`src/rtl/data_pipe_interconnect_m2s_rr.sv`:
```
`default_nettype none
// ============================================================================
// Module   : data_pipe_interconnect_m2s_rr
// Purpose  : N-slave to 1-master data pipe with round-robin arbitration,
//            optional packet locking on last and an output FIFO. Every beat
//            leaving the FIFO carries the index of the slave it came from.
// Ports    : clock, rst (sync, active-high), clk_en (global enable)
//            s_valid/s_data/s_last/s_ready/mask : per-slave stream inputs
//            m_valid/m_data/m_last/m_src/m_ready : master stream output
//            curr_path : currently granted slave, busy : XFER or FIFO data
// Options  : define DATA_PIPE_M2S_PRIO_EN to add the prio[NUM] input; when a
//            requesting slave has its prio bit set, arbitration is limited
//            to the prioritised requesters (same shared round-robin pointer).
// Revision : 1.0 - initial release
// ============================================================================
module data_pipe_interconnect_m2s_rr #(
    parameter int DSIZE     = 8,
    parameter int NUM       = 8,
    parameter int NSIZE     = (NUM > 1) ? $clog2(NUM) : 1,
    parameter int DEPTH     = 4,
    parameter int LOCK_LAST = 1
) (
    input  logic                 clock,
    input  logic                 rst,
    input  logic                 clk_en,
    input  logic [NUM-1:0]       s_valid,
    input  logic [NUM*DSIZE-1:0] s_data,
    input  logic [NUM-1:0]       s_last,
    output logic [NUM-1:0]       s_ready,
    input  logic [NUM-1:0]       mask,
`ifdef DATA_PIPE_M2S_PRIO_EN
    input  logic [NUM-1:0]       prio,
`endif
    output logic                 m_valid,
    output logic [DSIZE-1:0]     m_data,
    output logic                 m_last,
    output logic [NSIZE-1:0]     m_src,
    input  logic                 m_ready,
    output logic [NSIZE-1:0]     curr_path,
    output logic                 busy
);

    localparam int c_AW = (DEPTH > 1) ? $clog2(DEPTH) : 1;
    localparam int c_CW = c_AW + 1;
    localparam int c_EW = NSIZE + 1 + DSIZE;
    localparam logic [c_CW-1:0] c_FULL_CNT = c_CW'(DEPTH);

    localparam logic [1:0] c_ST_IDLE = 2'd0;
    localparam logic [1:0] c_ST_ARB  = 2'd1;
    localparam logic [1:0] c_ST_XFER = 2'd2;

    logic [1:0]       r_state;
    logic [NSIZE-1:0] r_last_grant;
    logic [NSIZE-1:0] r_curr_path;
    logic [c_EW-1:0]  r_mem [DEPTH];
    logic [c_AW-1:0]  r_wptr;
    logic [c_AW-1:0]  r_rptr;
    logic [c_CW-1:0]  r_count;

    logic [NUM-1:0]   w_req;
    logic [NUM-1:0]   w_req_eff;
    logic [NSIZE-1:0] w_grant;
    logic             w_grant_vld;
    logic             w_full;
    logic             w_empty;
    logic             w_push;
    logic             w_pop;
    logic             w_exit;
    logic [NUM-1:0]   w_s_ready;
    logic [c_EW-1:0]  w_head;

    assign w_req = s_valid & mask;

`ifdef DATA_PIPE_M2S_PRIO_EN
    logic [NUM-1:0] w_prio_req;
    assign w_prio_req = w_req & prio;
    assign w_req_eff  = (|w_prio_req) ? w_prio_req : w_req;
`else
    assign w_req_eff  = w_req;
`endif

    // Rotating search starting one past the previous winner, wrapping at NUM.
    always_comb begin
        int idx;
        idx         = 0;
        w_grant_vld = 1'b0;
        w_grant     = '0;
        for (int k = 1; k <= NUM; k++) begin
            idx = int'(r_last_grant) + k;
            if (idx >= NUM) begin
                idx = idx - NUM;
            end
            if (!w_grant_vld && w_req_eff[idx]) begin
                w_grant_vld = 1'b1;
                w_grant     = NSIZE'(idx);
            end
        end
    end

    assign w_empty = (r_count == '0);
    assign w_full  = (r_count == c_FULL_CNT);

    // Ready comes only from registered state and the FIFO count, so a pop in
    // the same cycle never re-opens a full FIFO (no m_ready -> s_ready path).
    always_comb begin
        w_s_ready = '0;
        if ((r_state == c_ST_XFER) && !w_full && clk_en) begin
            w_s_ready[r_curr_path] = mask[r_curr_path];
        end
    end

    assign w_push = w_s_ready[r_curr_path] & s_valid[r_curr_path];
    assign w_pop  = m_valid & m_ready;
    assign w_exit = w_push & (s_last[r_curr_path] | (LOCK_LAST == 0));

    always_ff @(posedge clock) begin
        if (rst) begin
            r_state      <= c_ST_IDLE;
            r_last_grant <= NSIZE'(NUM - 1);
            r_curr_path  <= '0;
            r_wptr       <= '0;
            r_rptr       <= '0;
            r_count      <= '0;
        end else if (clk_en) begin
            case (r_state)
                c_ST_IDLE: r_state <= c_ST_ARB;
                c_ST_ARB: begin
                    if (w_grant_vld) begin
                        r_curr_path  <= w_grant;
                        r_last_grant <= w_grant;
                        r_state      <= c_ST_XFER;
                    end
                end
                c_ST_XFER: begin
                    if (w_exit) begin
                        r_state <= c_ST_ARB;
                    end
                end
                default: r_state <= c_ST_IDLE;
            endcase

            if (w_push) begin
                r_wptr <= r_wptr + c_AW'(1);
            end
            if (w_pop) begin
                r_rptr <= r_rptr + c_AW'(1);
            end
            if (w_push && !w_pop) begin
                r_count <= r_count + c_CW'(1);
            end else if (!w_push && w_pop) begin
                r_count <= r_count - c_CW'(1);
            end
        end
    end

    // Storage carries no reset; validity is tracked by the count alone.
    always_ff @(posedge clock) begin
        if (!rst && clk_en && w_push) begin
            r_mem[r_wptr] <= {r_curr_path, s_last[r_curr_path],
                              s_data[int'(r_curr_path) * DSIZE +: DSIZE]};
        end
    end

    assign w_head    = r_mem[r_rptr];
    assign s_ready   = w_s_ready;
    assign m_valid   = !w_empty & clk_en;
    assign m_data    = w_empty ? '0 : w_head[DSIZE-1:0];
    assign m_last    = !w_empty & w_head[DSIZE];
    assign m_src     = w_empty ? '0 : w_head[c_EW-1 -: NSIZE];
    assign curr_path = r_curr_path;
    assign busy      = (r_state == c_ST_XFER) | !w_empty;

endmodule
`default_nettype wire

```
`config.mk`:
```
export PLATFORM = sky130hd
export DESIGN_NAME = data_pipe_interconnect_m2s_rr
export DESIGN_NICKNAME = d
export VERILOG_FILES = /design/src/rtl/data_pipe_interconnect_m2s_rr.sv
export SDC_FILE = /design/constraint.sdc
export NUM_CORES = 1
export LEC_CHECK = 0
export CAP_MARGIN = 20
export CELL_PAD_IN_SITES_DETAIL_PLACEMENT = 1
export CELL_PAD_IN_SITES_GLOBAL_PLACEMENT = 2
export CORE_AREA = 2 2 128 130
export DETAILED_ROUTE_END_ITERATION = 10
export DIE_AREA = 0 0 130 132
export PLACE_DENSITY_LB_ADDON = 0.1
export SYNTH_ARGS = -nofsm -noshare
export SYNTH_HDL_FRONTEND = slang
export SYNTH_SLANG_ARGS = --single-unit
```
`constraint.sdc`:
```
create_clock -name clock -period 2.5 [get_ports clock]
set_clock_uncertainty 0.05 [all_clocks]
set_input_delay 0.375 -clock clock [delete_from_list [all_inputs] [get_ports clock]]
set_output_delay 0.375 -clock clock [all_outputs]
set_load 0.005 [all_outputs]
```
==> impl_metrics.prom, run 1 <==
# TYPE chip_impl_metric gauge
chip_impl_metric{name="gp_routability_congestion",unit=""} 0.815
chip_impl_info{name="hold_path_end",value="r_rptr[0]$_SDFFE_PP0P_"} 1
chip_impl_metric{name="place_inst",unit=""} 750
chip_impl_metric{name="cts_buffers",unit=""} 9
chip_impl_info{name="worst_setup_start_kind",value="flip-flop"} 1
chip_impl_info{name="root_buffer",value="sky130_fd_sc_hd__clkbuf_16"} 1
chip_impl_metric{name="synth.lib_cells_used.distinct",unit=""} 71
chip_impl_metric{name="dieHeight",unit="um"} 132
chip_impl_metric{name="grt_max_degree",unit=""} 39
chip_impl_metric{name="synth.ff_latch_count",unit=""} 65
chip_impl_metric{name="firstDrtPassIters",unit=""} 4
chip_impl_info{name="outcome",value="finished, violations left"} 1
chip_impl_metric{name="initial_utilization",unit="%"} 28.7
chip_impl_metric{name="synthDominantCellAreaShare",unit="%"} 31.9
chip_impl_metric{name="final-hold-violation-count",unit=""} 0
chip_impl_info{name="criticalPathCategory",value="reg -> reg"} 1
chip_impl_metric{name="relSlewSlack",unit="%"} 70.7
chip_impl_metric{name="critical_path_arrival",unit="ps"} 2720
chip_impl_info{name="synth.cells.most_frequent",value="sky130_fd_sc_hd__edfxtp_1 (48), sky130_fd_sc_hd__mux4_2 (37), sky130_fd_sc_hd__nor2_1 (33), sky130_fd_sc_hd__nand2_1 (29), sky130_fd_sc_hd__dfxtp_1 (17)"} 1
chip_impl_metric{name="drt_wl_total",unit="mm"} 16.0
chip_impl_info{name="synth_largest_area_cell",value="sky130_fd_sc_hd__edfxtp_1"} 1
chip_impl_metric{name="dieArea",unit="um^2"} 17200
chip_impl_metric{name="nets_in_the_synthesized_netlist",unit=""} 471
chip_impl_metric{name="grt_antenna_before_repair",unit=""} 0
chip_impl_metric{name="required",unit="ps"} 2670
chip_impl_metric{name="nFillCells",unit=""} 1656
chip_impl_metric{name="power.leakage",unit="nW"} 2.67
chip_impl_metric{name="max_cap_violations",unit=""} 0
chip_impl_metric{name="post_route_cells_drive_above_1_share",unit="%"} 39.5
chip_impl_metric{name="preCtsSetupSlack",unit="ps"} -549
chip_impl_info{name="yosys.cell_count.top_type",value="sky130_fd_sc_hd__edfxtp_1"} 1
chip_impl_metric{name="worst-r2r-cell-count",unit=""} 13
chip_impl_info{name="reg2reg_to",value="r_count[2]$_SDFFE_PP0P_"} 1
chip_impl_metric{name="first_global_vias",unit=""} 4238
chip_impl_metric{name="post-route-period-util",unit="%"} 102
chip_impl_metric{name="report.final.slew_viol_count",unit=""} 0
chip_impl_metric{name="placement_rows",unit=""} 46
chip_impl_metric{name="dieWidth",unit="um"} 130
chip_impl_metric{name="final_cell_count_no_fill",unit=""} 796
chip_impl_metric{name="holdPathStages",unit=""} 2
chip_impl_metric{name="fmax",unit="GHz"} 0.393
chip_impl_metric{name="register_area",unit="um^2"} 1790
chip_impl_metric{name="cp_max_fo",unit=""} 3
chip_impl_metric{name="cts.clk_slew.worst_paths",unit="ps"} 50
chip_impl_metric{name="multi_input_comb_area",unit="um^2"} 2820
chip_impl_metric{name="clk_path_buf_depth",unit=""} 2
chip_impl_metric{name="ant_nets",unit=""} 0
chip_impl_metric{name="nNetsFinal",unit=""} 675
chip_impl_metric{name="port-buffer-count",unit=""} 116
chip_impl_metric{name="placeableCoreArea",unit="um^2"} 15700
chip_impl_metric{name="regToRegSetupSlack",unit="ps"} -50
chip_impl_metric{name="antennaDiodeCount",unit=""} 0
chip_impl_metric{name="ys_seq_area_share",unit="%"} 39.5
chip_impl_metric{name="syn-mean-instance-area",unit="um^2"} 12.2
chip_impl_metric{name="yosysWarningCount",unit=""} 0
chip_impl_metric{name="holdBufCountCts",unit=""} 0
chip_impl_metric{name="synth-edff-count",unit=""} 48
chip_impl_metric{name="routedWlPerCell",unit="um"} 20.0
chip_impl_info{name="worstHoldStart",value="r_rptr[0]$_SDFFE_PP0P_"} 1
chip_impl_metric{name="grt_overflow_total",unit=""} 0
chip_impl_metric{name="pwr_density_cell",unit="nW/um^2"} 565
chip_impl_info{name="unrepaired_setup_endpoints_after_global_routing",value="yes"} 1
chip_impl_metric{name="drt-initial-drc-count",unit=""} 144
chip_impl_metric{name="netlist_area",unit="um^2"} 4510
chip_impl_metric{name="clk-insertion-delay-late",unit="ps"} 330
chip_impl_info{name="hold_path_class",value="reg -> reg"} 1
chip_impl_metric{name="finalWorstPathRequiredPeriod",unit="ps"} 2550
chip_impl_metric{name="worst_slew_pin_slew",unit="ps"} 438
chip_impl_metric{name="setup-violations-final",unit=""} 5
chip_impl_metric{name="via_count",unit=""} 3987
chip_impl_metric{name="async_flop_share",unit="%"} 0
chip_impl_metric{name="cells_after_synthesis",unit=""} 371
chip_impl_metric{name="grt_use_total",unit="%"} 18.3
chip_impl_info{name="largest_cells_by_area_after_synthesis",value="sky130_fd_sc_hd__edfxtp_1 (32%), sky130_fd_sc_hd__mux4_2 (18%), sky130_fd_sc_hd__dfxtp_1 (7.5%)"} 1
chip_impl_metric{name="count_of_boundary_i_o_pins",unit=""} 117
chip_impl_info{name="cp-end-kind",value="flip-flop"} 1
chip_impl_metric{name="synthToLayoutAreaGrowth",unit="%"} 62.0
chip_impl_metric{name="drc_violation_count_after_routing",unit=""} 0
chip_impl_metric{name="final.setup.worst_slack",unit="ps"} -46.2
chip_impl_metric{name="worst_ir_drop_vdd",unit="uV"} 348
chip_impl_metric{name="grt_pass1_wl",unit="mm"} 23.9
chip_impl_metric{name="detailedPlacementHpwl",unit="mm"} 11.8
chip_impl_metric{name="cts_sinks",unit=""} 65
chip_impl_metric{name="htree_num_levels",unit=""} 3
chip_impl_metric{name="detail_route.vias_per_cell",unit=""} 5.01
chip_impl_info{name="cts_tree",value="built"} 1
chip_impl_info{name="failing_checks",value="negative setup slack"} 1
chip_impl_info{name="postSynth.topFlopCell",value="sky130_fd_sc_hd__edfxtp_1"} 1
chip_impl_info{name="timing.rr.start",value="curr_path[2]$_SDFFE_PP0P_"} 1
chip_impl_metric{name="design_power_total",unit="mW"} 4.13
==> what timing repair did <==
item                                    CTS  global route
buffers inserted                          4            27
pin swaps                                10            22
resized for setup                        69            64
gates cloned                              0             1
endpoints found under the setup margin   19            20
==> metrics by stage <==
stage / utilization, % / setup TNS [ps] / area [um^2] / hold slack, ps
2_1_floorplan: - / -0.872 / 4540 / 394
3_3_place_gp: 40.9 / -19010 / 6430 / 471
3_5_place_dp: 40.9 / -23430 / 6430 / 499
4_1_cts: 43.8 / -170 / 6880 / 516
5_1_grt: 46.5 / -820 / 7310 / 530
6_report: 46.5 / -158 / 7310 / 503
==> cells by family (layout without fill, tap and decap cells) <==
kind of cell,Yosys count,in the layout,share of synthesized area (%)
fa+ha+maj,8,8,2.38
buf+inv,35,244,4.16
simple gates,123,123,13.9
compound gates,66,66,11.6
mux,64,64,25.9
flops,65,65,39.5
xor+xnor,10,10,2.44
==> layout make-up <==
class	count	share of cell area, %
Clock buffer	10	3.13
Timing Repair Buffer	216	28.0
Multi-Input combinational cell	271	38.6
Inverter	12	0.890
Tap cell	216	3.70
Clock inverter	6	1.13
Sequential cell	65	24.6
==> layout by cell type (no fill, tap or decap), types with 9 or more instances in the layout <==
master / netlist / routed
sky130_fd_sc_hd__dlygate4sd2_1: 0 / 14
sky130_fd_sc_hd__buf_6: 5 / 14
sky130_fd_sc_hd__edfxtp_1: 48 / 48
sky130_fd_sc_hd__mux2i_1: 16 / 14
sky130_fd_sc_hd__nand3_1: 14 / 14
sky130_fd_sc_hd__nor2_1: 33 / 30
sky130_fd_sc_hd__dfxtp_1: 17 / 13
sky130_fd_sc_hd__clkbuf_16: 0 / 10
sky130_fd_sc_hd__buf_12: 0 / 9
sky130_fd_sc_hd__nand2_1: 29 / 20
sky130_fd_sc_hd__buf_4: 2 / 74
sky130_fd_sc_hd__mux4_2: 37 / 38
sky130_fd_sc_hd__o21ai_0: 11 / 10
sky130_fd_sc_hd__nor2b_1: 16 / 14
sky130_fd_sc_hd__clkdlybuf4s50_1: 0 / 91
==> worst max-delay path by stage <==
stage          cells after the start                            to                    startpoint
2_1_floorplan                      9  r_last_grant[2]$_SDFFE_PP1P_  r_last_grant[0]$_SDFFE_PP1P_
3_3_place_gp                      11  r_last_grant[2]$_SDFFE_PP1P_                       mask[4]
3_5_place_dp                       7                    s_ready[0]                       mask[6]
4_1_cts                            8                    s_ready[3]     curr_path[2]$_SDFFE_PP0P_
5_1_grt                           11     curr_path[0]$_SDFFE_PP0P_  r_last_grant[0]$_SDFFE_PP1P_
6_report                          13       r_count[2]$_SDFFE_PP0P_     curr_path[2]$_SDFFE_PP0P_
==> state kept, by name, summed over array words and instances, names as in the netlist, named ones only <==
signal / cells
r_wptr: 2
r_state: 2
r_rptr: 2
curr_path: 3
r_count: 3
r_mem: 48
r_last_grant: 3
==> critical path: stages (launching register included) <==
cell and delay, ps:
sky130_fd_sc_hd__dfxtp_4 360, sky130_fd_sc_hd__mux4_2 340, sky130_fd_sc_hd__mux2i_1 80, sky130_fd_sc_hd__a211o_1 280
sky130_fd_sc_hd__buf_6 140, sky130_fd_sc_hd__buf_6 110, sky130_fd_sc_hd__a21oi_4 140, sky130_fd_sc_hd__ha_4 160
sky130_fd_sc_hd__inv_2 40, sky130_fd_sc_hd__fa_2 340, sky130_fd_sc_hd__xnor2_2 130, sky130_fd_sc_hd__nand2_1 80
sky130_fd_sc_hd__xor2_1 140, sky130_fd_sc_hd__nor2_1 60
==> report_power, final <==
| group | internal (mW) | switching (mW) |
|---|---|---|
| clock | 0.867 | 0.445 |
| sequential | 1.21 | 0.0240 |
| combinational | 0.844 | 0.733 |
==> metal layers <==
metal | vias to the layer above | track usage, % | part of all wire, %
met5 | - | 0 | 0
met4 | 0 | 3.70 | 0.94
met3 | 10 | 3.61 | 3.5
met2 | 84 | 30.9 | 51
met1 | 2028 | 24.4 | 45
li1 | 1865 | - | -
No activity file was read; power rests on OpenSTA's default activity.
==> run 2, diff against run 1 <==
CORE_AREA = 2 2 138 140   (was 2 2 128 130)
CTS_BUF_LIST = sky130_fd_sc_hd__clkbuf_8   (was default)
DIE_AREA = 0 0 140 142   (was 0 0 130 132)
==> impl_metrics.prom, run 2 (synthesis results as in run 1) <==
# TYPE chip_impl_metric gauge
chip_impl_info{name="root_buffer",value="sky130_fd_sc_hd__clkbuf_8"} 1
chip_impl_metric{name="power.share.combinational",unit="%"} 40.1
chip_impl_metric{name="antennaDiodeCount",unit=""} 0
chip_impl_metric{name="power.leakage",unit="nW"} 2.62
chip_impl_metric{name="detailedPlacementHpwl",unit="mm"} 12.2
chip_impl_info{name="criticalPathCategory",value="reg -> reg"} 1
chip_impl_metric{name="post-route-period-util",unit="%"} 101
chip_impl_metric{name="drt-initial-drc-count",unit=""} 116
chip_impl_metric{name="placeableCoreArea",unit="um^2"} 18500
chip_impl_metric{name="pwr_density_cell",unit="nW/um^2"} 519
chip_impl_info{name="most-common-layout-cells",value="sky130_fd_sc_hd__clkdlybuf4s50_1 (94), sky130_fd_sc_hd__buf_4 (92), sky130_fd_sc_hd__edfxtp_1 (48)"} 1
chip_impl_metric{name="power.switching_fraction",unit="%"} 30.7
chip_impl_metric{name="setup-violations-final",unit=""} 2
chip_impl_metric{name="final.setup.worst_slack",unit="ps"} -27.1
chip_impl_metric{name="worst_ir_drop_vdd",unit="uV"} 241
chip_impl_metric{name="worst_slew_pin_slew",unit="ps"} 468
chip_impl_metric{name="initial_utilization",unit="%"} 24.4
chip_impl_metric{name="critical_path_arrival",unit="ps"} 2720
chip_impl_metric{name="power.clock.fraction",unit="%"} 26.5
chip_impl_metric{name="synthToLayoutAreaGrowth",unit="%"} 59.1
chip_impl_metric{name="dieWidth",unit="um"} 140
chip_impl_info{name="cp_top_family",value="adder cells"} 1
chip_impl_metric{name="max_cap_violations",unit=""} 0
chip_impl_info{name="top_register",value="r_mem"} 1
chip_impl_metric{name="cts.clk_slew.worst_paths",unit="ps"} 80
chip_impl_metric{name="grt_use_total",unit="%"} 16.0
chip_impl_metric{name="dieArea",unit="um^2"} 19900
chip_impl_metric{name="final-hold-violation-count",unit=""} 0
chip_impl_metric{name="placement_rows",unit=""} 50
chip_impl_metric{name="cp_max_fo",unit=""} 3
chip_impl_info{name="worst_setup_start_kind",value="flip-flop"} 1
chip_impl_metric{name="clk-insertion-delay-late",unit="ps"} 340
chip_impl_metric{name="gp_routability_congestion",unit=""} 0.830
chip_impl_metric{name="critical_path.n_buffers_inverters",unit=""} 3
chip_impl_metric{name="dieHeight",unit="um"} 142
chip_impl_metric{name="ant_nets",unit=""} 0
chip_impl_info{name="layout.cells.most_common",value="sky130_fd_sc_hd__clkdlybuf4s50_1"} 1
chip_impl_info{name="outcome",value="finished, violations left"} 1
chip_impl_info{name="failing_checks",value="design-rule violations, negative setup slack"} 1
chip_impl_metric{name="design_power_total",unit="mW"} 3.73
chip_impl_metric{name="holdBufCountCts",unit=""} 0
chip_impl_metric{name="fin_hold_ws",unit="ps"} 499
chip_impl_info{name="hold_path_class",value="reg -> reg"} 1
chip_impl_metric{name="first_global_vias",unit=""} 4268
chip_impl_metric{name="grt_max_degree",unit=""} 37
chip_impl_metric{name="count_of_boundary_i_o_pins",unit=""} 117
chip_impl_metric{name="preCtsSetupSlack",unit="ps"} -570
chip_impl_metric{name="fmax",unit="GHz"} 0.396
chip_impl_metric{name="routedWlPerCell",unit="um"} 19.3
chip_impl_metric{name="drt_wl_total",unit="mm"} 15.9
chip_impl_info{name="cp-end-kind",value="flip-flop"} 1
chip_impl_metric{name="cts_buffers",unit=""} 9
chip_impl_metric{name="seq_power_share",unit="%"} 33.4
chip_impl_metric{name="cts_sinks",unit=""} 65
chip_impl_metric{name="grt_antenna_before_repair",unit=""} 0
chip_impl_metric{name="finalSetupTns",unit="ps"} -42.6
chip_impl_metric{name="relSlewSlack",unit="%"} 68.8
chip_impl_metric{name="grt_overflow_total",unit=""} 0
chip_impl_metric{name="drc_violation_count_after_routing",unit=""} 3
chip_impl_metric{name="grt_pass1_wl",unit="mm"} 24.4
chip_impl_metric{name="htree_num_levels",unit=""} 3
chip_impl_metric{name="post_route_cells_drive_above_1_share",unit="%"} 39.4
chip_impl_info{name="unrepaired_setup_endpoints_after_global_routing",value="yes"} 1
chip_impl_metric{name="port-buffer-count",unit=""} 116
chip_impl_info{name="path_cells",value="buf_4 > mux4_2 > mux2i_1 > a211o_1 > buf_6 > a21oi_4 > ha_4 > inv_2 > fa_2 > xnor2_2 > nand2_1 > xor2_1 > nor2_1"} 1
chip_impl_metric{name="report.final.slew_viol_count",unit=""} 0
chip_impl_metric{name="detail_route.vias_per_cell",unit=""} 4.82
chip_impl_info{name="timing.rr.start",value="curr_path[2]$_SDFFE_PP0P_"} 1
chip_impl_metric{name="firstDrtPassIters",unit=""} 9
chip_impl_metric{name="internal_power",unit="mW"} 2.58
chip_impl_info{name="slowest_stage_cell_cp",value="sky130_fd_sc_hd__fa_2"} 1
chip_impl_metric{name="required",unit="ps"} 2690
chip_impl_info{name="cts_tree",value="built"} 1
chip_impl_metric{name="switchingPower",unit="mW"} 1.14
chip_impl_metric{name="nNetsFinal",unit=""} 684
chip_impl_metric{name="cp_slowest_stage_delay",unit="ps"} 370
chip_impl_info{name="worstSetupStartpoint",value="curr_path[2]$_SDFFE_PP0P_"} 1
chip_impl_metric{name="flip_flop_count_of_the_largest_register_all_copies_and_words_added",unit=""} 48
chip_impl_metric{name="finalWorstPathRequiredPeriod",unit="ps"} 2530
chip_impl_metric{name="clk_path_buf_depth",unit=""} 2
chip_impl_metric{name="via_count",unit=""} 3970
chip_impl_info{name="worstHoldStart",value="r_rptr[0]$_SDFFE_PP0P_"} 1
==> run 2: cell types whose count changed in the layout (fill, tap and decap cells not counted), moves of 3 or more <==
cell	change
sky130_fd_sc_hd__buf_4	+18
sky130_fd_sc_hd__buf_6	-5
sky130_fd_sc_hd__clkbuf_16	-9
sky130_fd_sc_hd__clkbuf_2	-3
sky130_fd_sc_hd__clkbuf_8	+8
sky130_fd_sc_hd__clkdlybuf4s50_1	+3
sky130_fd_sc_hd__nand2_2	+3
sky130_fd_sc_hd__nand2_4	-4
==> run 2: layout make-up <==
cell class / count / area, um^2
clock inverter: 7 / 93.8
clock buffer: 9 / 124
multi-input combinational: 271 / 2750
inverter: 12 / 52.6
timing repair buffer: 225 / 2070
tap: 234 / 293
fill: 1987 / 11300
sequential: 65 / 1800
==> run 2: path summary, 6_finish.rpt <==
| kind | end | slack, ps | cells past startpoint |
|---|---|---|---|
| max | r_count[2]$_SDFFE_PP0P_ | -30 | 13 |
| min | flip-flop | 500 | 2 |
| max reg2reg | r_count[2]$_SDFFE_PP0P_ | -30 | 13 |
| min reg2reg | flip-flop | 500 | 2 |
==> run 2: layer usage <==
layer  global-route usage [%]  routed length (um)  vias up
met4                     3.93                 159        0
met3                     1.58                 343       10
met2                     28.8                8130       76
met1                     20.8                7260     1993
li1                         -                   -     1891
met5                        0                   0        -
==> run 2: worst reg2reg max path, cell delays in order, from the launching register on <==
cell	delay, ps
sky130_fd_sc_hd__dfxtp_4	360
sky130_fd_sc_hd__buf_4	140
sky130_fd_sc_hd__mux4_2	200
sky130_fd_sc_hd__mux2i_1	70
sky130_fd_sc_hd__a211o_1	330
sky130_fd_sc_hd__buf_6	140
sky130_fd_sc_hd__a21oi_4	140
sky130_fd_sc_hd__ha_4	150
sky130_fd_sc_hd__inv_2	40
sky130_fd_sc_hd__fa_2	370
sky130_fd_sc_hd__xnor2_2	140
sky130_fd_sc_hd__nand2_1	80
sky130_fd_sc_hd__xor2_1	160
sky130_fd_sc_hd__nor2_1	60
==> run 2: timing repair <==
item	CTS	global route
resized for setup	69	40
gates cloned	0	1
buffers inserted	12	15
pin swaps	13	24
setup endpoints to repair	19	18
==> run 2: power groups by stage <==
stage	logic, mW	clock network [mW]	registers, mW
after global routing	1.61	1.06	1.25
after floorplan	0.720	0	1.25
final	1.50	0.989	1.24
after CTS	1.36	1.02	1.24
after detailed placement	1.31	0	1.26
after global placement	1.28	0	1.26
==> run 2: per-stage QoR <==
stage	cells	util [%]	cell area (um^2)
4_1_cts	808	37.2	6870
3_3_place_gp	781	35.4	6540
5_1_grt	823	38.9	7180
6_report	823	38.9	7180
2_1_floorplan	371	-	4540
3_5_place_dp	781	35.4	6540
==> run 3, diff against run 2 <==
ABC_CLOCK_PERIOD_IN_PS = 2500   (was default)
PLACE_DENSITY = 0.71   (was default)
PLACE_DENSITY_LB_ADDON = default   (was 0.1)
==> impl_metrics.prom, run 3 (synthesis results as in run 1) <==
# TYPE chip_impl_metric gauge
chip_impl_metric{name="finalWorstPathRequiredPeriod",unit="ps"} 2470
chip_impl_info{name="slowest_stage_cell_cp",value="sky130_fd_sc_hd__dfxtp_4"} 1
chip_impl_metric{name="critical_path.n_buffers_inverters",unit=""} 2
chip_impl_metric{name="port-buffer-count",unit=""} 116
chip_impl_metric{name="via_count",unit=""} 3915
chip_impl_metric{name="grt_pass1_wl",unit="mm"} 22.9
chip_impl_metric{name="cp_max_fo",unit=""} 2
chip_impl_metric{name="post_route_cells_drive_above_1_share",unit="%"} 37.2
chip_impl_metric{name="placement.cell_area",unit="um^2"} 6510
chip_impl_metric{name="power.clock.fraction",unit="%"} 25.3
chip_impl_metric{name="flip_flop_count_of_the_largest_register_all_copies_and_words_added",unit=""} 48
chip_impl_metric{name="seq_power_share",unit="%"} 35.6
chip_impl_metric{name="power.share.combinational",unit="%"} 39.1
chip_impl_info{name="cp_top_family",value="adder cells"} 1
chip_impl_info{name="hold_path_class",value="reg -> reg"} 1
chip_impl_metric{name="report.final.slew_viol_count",unit=""} 0
chip_impl_metric{name="grt_overflow_total",unit=""} 0
chip_impl_metric{name="nFillCells",unit=""} 1985
chip_impl_metric{name="antennaDiodeCount",unit=""} 0
chip_impl_metric{name="clk_path_buf_depth",unit=""} 2
chip_impl_metric{name="max_cap_violations",unit=""} 0
chip_impl_info{name="failing_checks",value="design-rule violations"} 1
chip_impl_metric{name="detail_route.vias_per_cell",unit=""} 4.90
chip_impl_metric{name="relSlewSlack",unit="%"} 44.3
chip_impl_metric{name="critical_path_arrival",unit="ps"} 2670
chip_impl_info{name="cts_tree",value="built"} 1
chip_impl_metric{name="drt-initial-drc-count",unit=""} 209
chip_impl_metric{name="fmax",unit="GHz"} 0.404
chip_impl_metric{name="cts_buffers",unit=""} 9
chip_impl_metric{name="drt_wl_total",unit="mm"} 14.6
chip_impl_metric{name="holdBufCountCts",unit=""} 0
chip_impl_metric{name="grt_max_degree",unit=""} 32
chip_impl_info{name="criticalPathCategory",value="reg -> reg"} 1
chip_impl_metric{name="grt_use_total",unit="%"} 14.7
chip_impl_metric{name="finish.instance_area",unit="um^2"} 6940
chip_impl_info{name="layout.cells.most_common",value="sky130_fd_sc_hd__clkdlybuf4s50_1"} 1
chip_impl_metric{name="firstDrtPassIters",unit=""} 7
chip_impl_metric{name="worst_slew_pin_slew",unit="ps"} 825
chip_impl_metric{name="cts_sinks",unit=""} 65
chip_impl_metric{name="grt_antenna_before_repair",unit=""} 0
chip_impl_info{name="outcome",value="finished, violations left"} 1
chip_impl_metric{name="routedWlPerCell",unit="um"} 18.3
chip_impl_metric{name="gp_routability_congestion",unit=""} 0.844
chip_impl_metric{name="setup-violations-final",unit=""} 0
chip_impl_metric{name="final-hold-violation-count",unit=""} 0
chip_impl_metric{name="worst_ir_drop_vdd",unit="uV"} 260
chip_impl_info{name="unrepaired_setup_endpoints_after_global_routing",value="yes"} 1
chip_impl_info{name="worst_setup_start_kind",value="flip-flop"} 1
chip_impl_metric{name="dieHeight",unit="um"} 142
chip_impl_metric{name="htree_num_levels",unit=""} 3
chip_impl_metric{name="nNetsFinal",unit=""} 660
chip_impl_info{name="path_cells",value="mux4_2 > mux2i_2 > a211o_1 > buf_6 > a21oi_4 > ha_4 > inv_2 > fa_2 > xnor2_2 > nand2_1 > xor2_1 > nor2_1"} 1
chip_impl_info{name="cp-end-kind",value="flip-flop"} 1
chip_impl_metric{name="post-route-period-util",unit="%"} 99.0
chip_impl_metric{name="internal_power",unit="mW"} 2.40
chip_impl_metric{name="switchingPower",unit="mW"} 1.08
chip_impl_metric{name="dieWidth",unit="um"} 140
chip_impl_metric{name="placeableCoreArea",unit="um^2"} 18500
chip_impl_metric{name="detailedPlacementHpwl",unit="mm"} 11.6
chip_impl_metric{name="power.switching_fraction",unit="%"} 31.1
chip_impl_metric{name="clk-insertion-delay-late",unit="ps"} 340
chip_impl_metric{name="cp_slowest_stage_delay",unit="ps"} 360
chip_impl_metric{name="initial_utilization",unit="%"} 24.4
chip_impl_info{name="top_register",value="r_mem"} 1
chip_impl_metric{name="count_of_boundary_i_o_pins",unit=""} 117
chip_impl_metric{name="placement_rows",unit=""} 50
chip_impl_metric{name="final.setup.worst_slack",unit="ps"} 26.0
chip_impl_metric{name="first_global_vias",unit=""} 4228
chip_impl_metric{name="preCtsSetupSlack",unit="ps"} -597
chip_impl_metric{name="pwr_density_cell",unit="nW/um^2"} 501
chip_impl_metric{name="ant_nets",unit=""} 0
chip_impl_info{name="root_buffer",value="sky130_fd_sc_hd__clkbuf_8"} 1
chip_impl_metric{name="synthToLayoutAreaGrowth",unit="%"} 53.7
chip_impl_info{name="most-common-layout-cells",value="sky130_fd_sc_hd__clkdlybuf4s50_1 (95), sky130_fd_sc_hd__buf_4 (74), sky130_fd_sc_hd__edfxtp_1 (48)"} 1
chip_impl_metric{name="cts.clk_slew.worst_paths",unit="ps"} 80
chip_impl_metric{name="required",unit="ps"} 2690
chip_impl_metric{name="drc_violation_count_after_routing",unit=""} 4
chip_impl_metric{name="power.leakage",unit="nW"} 2.48
chip_impl_metric{name="dieArea",unit="um^2"} 19900
run 3: repair_timing:
item | 4_1_cts | 5_1_grt
endpoints found under the setup margin | 18 | 18
resized for setup | 54 | 43
setup buffers | 4 | 4
pin swaps | 3 | 17
gates cloned | 0 | 0
run 3: layout make-up:
type                            instances  area, um^2  area share (%)
Timing Repair Buffer                  201        1870            27.0
Sequential cell                        65        1800            25.9
Clock inverter                          7        71.3            1.03
Clock buffer                            9         124            1.79
Inverter                               12        50.0           0.722
Multi-Input combinational cell        271        2730            39.3
Tap cell                              234         293            4.22
run 3: final timing paths:
path	startpoint	to	slack [ps]	depth (start not counted)
worst min-delay path	r_rptr[1]$_SDFFE_PP0P_	r_rptr[1]$_SDFFE_PP0P_	500	2
worst min register to register	r_rptr[1]$_SDFFE_PP0P_	r_rptr[1]$_SDFFE_PP0P_	500	2
worst max register to register	curr_path[2]$_SDFFE_PP0P_	r_count[2]$_SDFFE_PP0P_	30	12
worst max-delay path	curr_path[2]$_SDFFE_PP0P_	r_count[2]$_SDFFE_PP0P_	30	12
run 3: metal layers:
layer	GRT usage, %	vias to the layer above	share of wire [%]
met1	20.0	1969	46
met5	0	-	0
met2	25.3	98	49
met3	1.99	11	4.1
li1	-	1837	-
met4	3.14	0	1.1
run 3: worst reg2reg max path, cell delays in order (launching register included):
cell and delay, ps:
sky130_fd_sc_hd__dfxtp_4 360, sky130_fd_sc_hd__mux4_2 350, sky130_fd_sc_hd__mux2i_2 80, sky130_fd_sc_hd__a211o_1 320, sky130_fd_sc_hd__buf_6 140, sky130_fd_sc_hd__a21oi_4 130, sky130_fd_sc_hd__ha_4 150, sky130_fd_sc_hd__inv_2 30
sky130_fd_sc_hd__fa_2 350, sky130_fd_sc_hd__xnor2_2 130, sky130_fd_sc_hd__nand2_1 80, sky130_fd_sc_hd__xor2_1 140, sky130_fd_sc_hd__nor2_1 60
run 3: through the flow:
step / hold slack (ps) / cells / utilization (%) / setup TNS (ps) / power (mW)
2_1_floorplan: 394 / 371 / - / -0.872 / 1.97
3_3_place_gp: 460 / 775 / 35.3 / -16620 / 2.49
3_5_place_dp: 498 / 775 / 35.3 / -20280 / 2.52
4_1_cts: 515 / 795 / 36.7 / -18.7 / 3.44
5_1_grt: 540 / 799 / 37.6 / -597 / 3.65
6_report: 499 / 799 / 37.6 / 0 / 3.48
run 3: power groups by stage:
| stage | Combinational [mW] | Clock [mW] | Sequential, mW |
|---|---|---|---|
| floorplan | 0.720 | 0 | 1.25 |
| global placement | 1.23 | 0 | 1.26 |
| detailed placement | 1.26 | 0 | 1.26 |
| CTS | 1.30 | 0.898 | 1.24 |
| global route | 1.46 | 0.948 | 1.24 |
| finish | 1.36 | 0.878 | 1.24 |
